$ cat config.mk
export PLATFORM = sky130hd
export DESIGN_NAME = pulse_handshake_tx
export DESIGN_NICKNAME = d
export VERILOG_FILES = /design/src/rtl/pulse_hs_pkg.sv /design/src/rtl/bit_sync.sv /design/src/rtl/pulse_handshake_tx.sv
export SDC_FILE = /design/constraint.sdc
export NUM_CORES = 1
export LEC_CHECK = 0
export CAP_MARGIN = 15
export CORE_AREA = 3 3 40 42
export CTS_BUF_LIST = sky130_fd_sc_hd__clkbuf_8
export CTS_CLUSTER_SIZE = 16
export DETAILED_ROUTE_END_ITERATION = 10
export DIE_AREA = 0 0 43 45
export HOLD_SLACK_MARGIN = 0.05
export PLACE_DENSITY = 0.67
export SLEW_MARGIN = 20
export SYNTH_ARGS = -nofsm -noshare
export SYNTH_HDL_FRONTEND = slang
export SYNTH_SLANG_ARGS = --single-unit
$ cat constraint.sdc
create_clock -name clka -period 2.25 [get_ports clka]
set_input_delay 0.45 -clock clka [delete_from_list [all_inputs] [get_ports clka]]
set_output_delay 0.45 -clock clka [all_outputs]
set_load 0.03 [all_outputs]
$ cat src/rtl/pulse_hs_pkg.sv
// Shared definitions for the pulse req/ack handshake blocks.
// Contents:
//   hs_state_e           - sender FSM states (idle, request high, request low)
//   SYNC_STAGES_DEFAULT  - default depth of the ack synchronizer
//   CNT_W_DEFAULT        - default width of the pending-pulse counter
//   PEND_MAX             - saturation value of the counter at the default width
//   pend_max()           - saturation value for an arbitrary counter width
package pulse_hs_pkg;

  typedef enum logic [1:0] {
    StIdle  = 2'd0,
    StReqHi = 2'd1,
    StReqLo = 2'd2
  } hs_state_e;

  localparam int unsigned SYNC_STAGES_DEFAULT = 2;
  localparam int unsigned CNT_W_DEFAULT       = 4;
  localparam int unsigned PEND_MAX            = (32'd1 << CNT_W_DEFAULT) - 32'd1;

  // Largest value a pending counter of the given width can hold.
  function automatic int unsigned pend_max(input int unsigned cnt_w);
    return (32'd1 << cnt_w) - 32'd1;
  endfunction

endpackage

$ cat src/rtl/bit_sync.sv
// Single-bit multi-flop synchronizer with asynchronous active-low reset.
// Shared by the send and receive sides of the pulse handshake.
// Parameters:
//   NumStages - number of flops in the chain (at least 2)
// Ports:
//   clk_i  - destination clock
//   rst_ni - asynchronous active-low reset, clears every stage to 0
//   d_i    - asynchronous input bit
//   q_o    - synchronized output (last stage)
module bit_sync #(
  parameter int unsigned NumStages = 2
) (
  input  logic clk_i,
  input  logic rst_ni,
  input  logic d_i,
  output logic q_o
);

  logic [NumStages-1:0] sync_q, sync_d;

  // Stage 0 captures the raw input; each later stage copies its predecessor.
  always_comb begin
    sync_d = {sync_q[NumStages-2:0], d_i};
  end

  always_ff @(posedge clk_i or negedge rst_ni) begin
    if (!rst_ni) begin
      sync_q <= '0;
    end else begin
      sync_q <= sync_d;
    end
  end

  assign q_o = sync_q[NumStages-1];

endmodule

$ cat src/rtl/pulse_handshake_tx.sv
// Sender side of a four-phase req/ack pulse-transfer handshake.
// Single-cycle event pulses on sig_a are queued in a saturating pending
// counter and each is delivered as one full req/ack handshake. ack comes from
// another clock domain and is synchronized before the FSM looks at it.
// Parameters:
//   SYNC_STAGES - flops in the ack synchronizer (at least 2)
//   CNT_W       - width of the pending-pulse counter
// Ports:
//   clka     - block clock
//   rst_n    - asynchronous active-low reset
//   sig_a    - event pulse, one event per high cycle
//   ack      - acknowledge from the receiving domain (asynchronous)
//   ovf_clr  - single-cycle clear of overflow
//   req      - request level, driven straight from a flop
//   busy     - a handshake is in flight or events are queued
//   pend_cnt - events queued but not yet launched
//   done     - one-cycle pulse when a handshake completes
//   overflow - sticky, set when an event is dropped at saturation
module pulse_handshake_tx
  import pulse_hs_pkg::*;
#(
  parameter int unsigned SYNC_STAGES = SYNC_STAGES_DEFAULT,
  parameter int unsigned CNT_W       = CNT_W_DEFAULT
) (
  input  logic             clka,
  input  logic             rst_n,
  input  logic             sig_a,
  input  logic             ack,
  input  logic             ovf_clr,
  output logic             req,
  output logic             busy,
  output logic [CNT_W-1:0] pend_cnt,
  output logic             done,
  output logic             overflow
);

  localparam logic [CNT_W-1:0] PendMax = CNT_W'(pend_max(CNT_W));
  localparam logic [CNT_W-1:0] PendOne = CNT_W'(1);

  hs_state_e        state_q, state_d;
  logic             req_q, req_d;
  logic             done_q, done_d;
  logic [CNT_W-1:0] pend_q, pend_d;
  logic             ovf_q, ovf_d;

  logic ack_s;
  logic pend_nz;
  logic launch;
  logic drop;

  bit_sync #(
    .NumStages(SYNC_STAGES)
  ) u_ack_sync (
    .clk_i (clka),
    .rst_ni(rst_n),
    .d_i   (ack),
    .q_o   (ack_s)
  );

  assign pend_nz = (pend_q != '0);
  assign launch  = (state_q == StIdle) && (sig_a || pend_nz);

  // Handshake sequencing. ack_s is ignored in idle; a stale high ack_s on entry
  // to the request phase simply advances the FSM on the next edge.
  always_comb begin
    state_d = state_q;
    done_d  = 1'b0;
    case (state_q)
      StIdle: begin
        if (launch) begin
          state_d = StReqHi;
        end
      end
      StReqHi: begin
        if (ack_s) begin
          state_d = StReqLo;
        end
      end
      StReqLo: begin
        if (!ack_s) begin
          state_d = StIdle;
          done_d  = 1'b1;
        end
      end
      default: begin
        state_d = StIdle;
      end
    endcase
    // req mirrors the next state so it comes straight off a flop.
    req_d = (state_d == StReqHi);
  end

  // Pending counter. A launch consumes either the incoming event or a queued
  // one; an event arriving alongside a queued launch takes that slot, so the
  // count is unchanged.
  always_comb begin
    pend_d = pend_q;
    drop   = 1'b0;
    if (launch) begin
      if (pend_nz && !sig_a) begin
        pend_d = pend_q - PendOne;
      end
    end else if (sig_a) begin
      if (pend_q == PendMax) begin
        drop = 1'b1;
      end else begin
        pend_d = pend_q + PendOne;
      end
    end
  end

  // A drop in the same cycle as a clear leaves overflow set.
  always_comb begin
    ovf_d = drop | (ovf_q & ~ovf_clr);
  end

  always_ff @(posedge clka or negedge rst_n) begin
    if (!rst_n) begin
      state_q <= StIdle;
      req_q   <= 1'b0;
      done_q  <= 1'b0;
      pend_q  <= '0;
      ovf_q   <= 1'b0;
    end else begin
      state_q <= state_d;
      req_q   <= req_d;
      done_q  <= done_d;
      pend_q  <= pend_d;
      ovf_q   <= ovf_d;
    end
  end

  assign req      = req_q;
  assign done     = done_q;
  assign pend_cnt = pend_q;
  assign overflow = ovf_q;
  assign busy     = (state_q != StIdle) || pend_nz;

endmodule
# [Word level (Yosys, flattened, before mapping)]
# Index checks and enable logic that the tools add are counted.
[op_classes] addsub=2 n_eq_ne=6 muxes=13 n_bitwise=3 n_reduce_logical=10
[ops] cell="4-bit 2-to-1 mux" n=4
[ops] cell="2-bit 2-to-1 mux" n=3
[ops] cell="2-bit one-hot mux with 3 select lines" n=1
[ops] cell="1-bit 2-to-1 mux" n=5
[ops] cell="4-bit by 1-bit adder with 4-bit output (second input constant)" n=1
[ops] cell="2-bit by 1-bit == test with 1-bit output (second input constant)" n=2
[ops] cell="4-bit == test (second input constant)" n=1
[ops] cell="2-bit nonzero test" n=2
[ops] cell="4-bit nonzero test" n=1
[ops] cell="4-bit by 1-bit subtractor with 4-bit output (second input constant)" n=1
[ops] cell="3-bit AND reduction" n=1
[ops] cell="2-bit == test (second input constant)" n=1
[ops] cell="1-bit logical AND" n=2
[ops] cell="2-bit logical NOT" n=1
[ops] cell="1-bit logical OR" n=2
[ops] cell="2-bit by 1-bit != test with 1-bit output (second input constant)" n=1
[ops] cell="2-bit != test (second input constant)" n=1
[ops] cell="1-bit AND" n=1
[ops] cell="1-bit logical NOT" n=1
[ops] cell="1-bit NOT" n=1
[ops] cell="1-bit OR" n=1
[word_totals] ff_bits=11 in_bits=5 output_inout_bits=8 elab_cells=40

# [Logic depth before layout (Yosys ltp)]
[logic_depth] word_depth=6 ltp_mapped=7 ltp_nobuf=6

# [Modules after synthesis]
# A second synthesis with hierarchy kept.
[unflattened] cells_unflattened=48 area_unflattened_um2=551.8
[modules_own_cells] mod="pulse_handshake_tx" instances=1 cells_per_inst=46 area_per_inst_um2=501.7 seq_area_each_um2=225.2
[modules_own_cells] mod="bit_sync" instances=1 cells_per_inst=2 area_per_inst_um2=50.0 seq_area_each_um2=50.0

# [Worst setup path after synthesis]
# OpenSTA, ideal clock, no wires.
[synth_path] path_type="register to output" from="register pend_q[0] (netlist: pend_cnt[0])" to="output port busy" t_arrival_ns=1.629 t_required_ns=1.800 slack_ns=0.171 path_stages_with_launch=4 n_path_buf=1 cell_sequence="dfrtp_1 -> buf_6 -> or4_4 -> or3_1"
[synth_via] elab_chain_len=2
[synth_lines] item="start: declaration" line="pulse_handshake_tx.sv:43" text="logic [CNT_W-1:0] pend_q, pend_d;"
[synth_lines] item="start signal: assignment" line="pulse_handshake_tx.sv:128" text="pend_q <= pend_d;"
[synth_lines] item="4-bit nonzero test" line="pulse_handshake_tx.sv:60" text="assign pend_nz = (pend_q != '0);"
[synth_lines] item="1-bit logical OR" line="pulse_handshake_tx.sv:137" text="assign busy = (state_q != StIdle) || pend_nz;"
[synth_lines] item="end: declaration" line="pulse_handshake_tx.sv:31" text="output logic busy,"
# Every way passes these cells.

# [Final worst setup path]
[layout_path] from="register pend_q[1] (netlist: pend_cnt[1])" to="output port busy"
# Same word-level chain as after synthesis.

==> summary.md <==
| Metric | Value |
|---|---|
| Status | completed |
| Hold Path Class | reg -> reg |
| Endpoint class of the critical path | primary output |
| GRT Util Overall | 0.1413 |
| FMAX | 0.4565 GHz |
| Post-synth ARST share | 1.000 |
| RSZ-0062 raised after global routing | no |
| Global-route wire length before repair | 1.911 mm |
| CP peak stage delay | approximately 530 ps |
| Final core occ | 0.5833 |
| Ys Warns | 0 |
| Slew Limit Fails | 0 |
| Metal-1 WL | around 520 um |
| Area of the die | about 1900 um^2 |
| Filler-free cell count of the finished design | a little over 80 |
| Crit path DAT | between 1500 and 2000 ps |
| Initial Util | 0.4206 |
| Placed cell areas | between 700 and 800 um^2 |
| CTS tree | yes |
| # hold bufs at CTS | 0 |
| Final-report setup violation count | 0 |
| Worst path bufs/invs | 1 |
| Die Wd | roughly 43 um |
| DR WL met2 | a little over 500 um |
| Setup Buffers After CTS | 0 |
| Sink Count | 11 |
| Metal3 WL | 89 um |
| Post-Syn Area | between 500 and 600 um^2 |
| CTS Buf Count | 3 |
| Seq/Total Area, Yosys | 0.5093 |
| Unique masters post-synth | 28 |
| Antenna-violating nets left | 0 |
| Clk slew on worst S/H paths | approximately 50 ps |
| Seq cells post-synth | 11 |
| Most frequent cells in the layout | dfrtp_1 (11), clkdlybuf4s50_1 (11), buf_4 (6) |
| Final GP Congestion | approximately 0.84 |
| Crit path launch type | flop |
| Inst Count DP | approximately 80 |
| Num rows | 13 |
| Nets | 74 |
| Number of enable flip-flop cells after synthesis | 0 |
| PwrDens | 1489 nW/um^2 |
| Number of port buffers | 12 |
| Share of layout cells above drive strength 1 | 0.2090 |
| Final min period | about 2200 ps |
| Avg Vias per Cell | between 5 and 6 |
| Vias | 460 |
| Clk_lat worst skew | 240 ps |
| Tot Pwr | around 1.1 mW |
| DR top layer | met4 |
| Largest net degree at the start of global routing | 13 |
| Die H | about 45 um |
| CP max stage cell | or4_4 |
| Critical-path maximum fanout | 2 |
| IO Pins | 13 |
| CP Cell Sequence | or4_4, or3_1, clkdlybuf4s15_2 |
| Ant. Diodes | 0 |
| Reg2Reg Setup Slack | 340 ps |
| Setup ws final | just under 60 ps |
| Synth Flop Type | dfrtp_1 |
| Overflow after GRT | 0 |
| Max VDD drop | between 0.0006 and 0.0007 V |
| Area Overhead vs Synth | 38.66% |
| Setup Skew | 1.728 ps |
| DRC Markers | 0 |
| Root buffer cell | clkbuf_8 |
| Initial antenna violation count | 0 |
| Syn_area_per_cell | roughly 11 um^2 |
| Core Area | ~1300 um^2 |
| CP Class | reg -> out |
| Vias in the first global route | 436 |
| Routed WL per cell | 13.65 um |
| Fin area | approximately 750 um^2 |
| Final hold vios | 0 |
| Detailed Routing Iterations Pass 1 | 4 |
| Worst Path Required | approximately 1800 ps |
| DRT iter0 DRCs | 8 |
| Detailed Route WL | 1.119 mm |
| Fillcell total | ~120 |
| Synthesized netlist net count | 55 |
| H-tree level count | 1 |
| Slew headroom | 0.6660 |
| Worst-margin pin slew | 499.4 ps |
| Post-DP HPWL | roughly 800 um |
| Crit path max-delay family | simple AND/OR/NAND/NOR gates |
| Final Cycle Share | 0.9737 |
| Sequential Area | 275.3 um^2 |
| Max cap viols | 0 |
| Worst slack at placement | -41.26 ps |
| P_leak | between 0.3 and 0.4 nW |
| Multi-input combinational cell area | between 200 and 250 um^2 |
| Cells after synthesis | 49 |
| CTS Buffer Depth | 2 |
## timing repair
item / 4_1_cts / 5_1_grt
gates resized for setup: 3 / 0
endpoints found under the setup margin: 1 / 0
hold endpoints to repair: 0 / 0
## metal layers
| layer | up-vias | track usage |
|---|---|---|
| met5 | - | 0 |
| met2 | 14 | 0.2036 |
| met4 | 0 | 0.05422 |
| met1 | 222 | 0.1687 |
| met3 | 2 | 0.09163 |
| li1 | 222 | - |
## Yosys cell counts (all sizes together), types with 2 or more instances
| master | n | area [um^2] |
|---|---|---|
| a221oi | 2 | 17.52 |
| buf | 2 | 15.01 |
| clkbuf | 2 | 7.510 |
| dfrtp | 11 | 275.3 |
| inv | 2 | 7.510 |
| nor3 | 2 | 10.01 |
| nor4 | 2 | 12.51 |
| o21ai | 4 | 20.02 |
| or3 | 3 | 18.77 |
| xor2 | 2 | 17.52 |
## registers in the layout (all words and copies together) (netlist names)
signal             count
pend_cnt               4
u_ack_sync.sync_q      2
req                    1
state_q                2
overflow               1
done                   1
## cell families (layout without fill, tap and decap cells)
| family | count (synthesis) | count (layout) | share of synthesized area |
|---|---|---|---|
| AOI/OAI and AO/OA | 13 | 13 | 0.1829 |
| xor gates and xnor gates | 2 | 2 | 0.03241 |
| adders and majority gates | 1 | 1 | 0.02314 |
| buffers and inverters | 6 | 24 | 0.05556 |
| DFF | 11 | 11 | 0.5093 |
| muxes | 1 | 1 | 0.02777 |
| and+or+nand+nor | 15 | 15 | 0.1690 |
## worst paths after layout
path / endpoint / startpoint / cells past startpoint
hold reg to reg: u_ack_sync.sync_q[1] / u_ack_sync.sync_q[0] / 0
max in group asynchronous: done / rst_n / 1
hold / removal: u_ack_sync.sync_q[1] / u_ack_sync.sync_q[0] / 0
setup / recovery: busy / pend_cnt[1] / 3
setup reg to reg: pend_cnt[2] / pend_cnt[0] / 7
min in group asynchronous: pend_cnt[3] / rst_n / 1
## cell type report
cell class                 count  area share
clock inverter                 1    0.006678
inverter                       2     0.01002
sequential                    11      0.3673
tap                           15     0.02504
timing repair buffer          18      0.2220
multi-input combinational     32      0.3139
clock buffer                   3     0.05509
## report_power, final
group | switching, mW | leakage (nW) | internal, mW
logic | 0.295 | 0.166 | 0.279
clock network | 0.0753 | 0.0255 | 0.122
registers | 0.0752 | 0.130 | 0.269
total | 0.445 | 0.321 | 0.670
## metrics by stage
step | setup TNS, ps | hold WS (ps)
after CTS | 0 | 349.5
after floorplan | 0 | 154.4
final | 0 | 346.7
after global routing | 0 | 366.2
after global placement | -10.15 | 331.2
after detailed placement | -41.26 | 337.1
(Power assumes the default switching activity.)
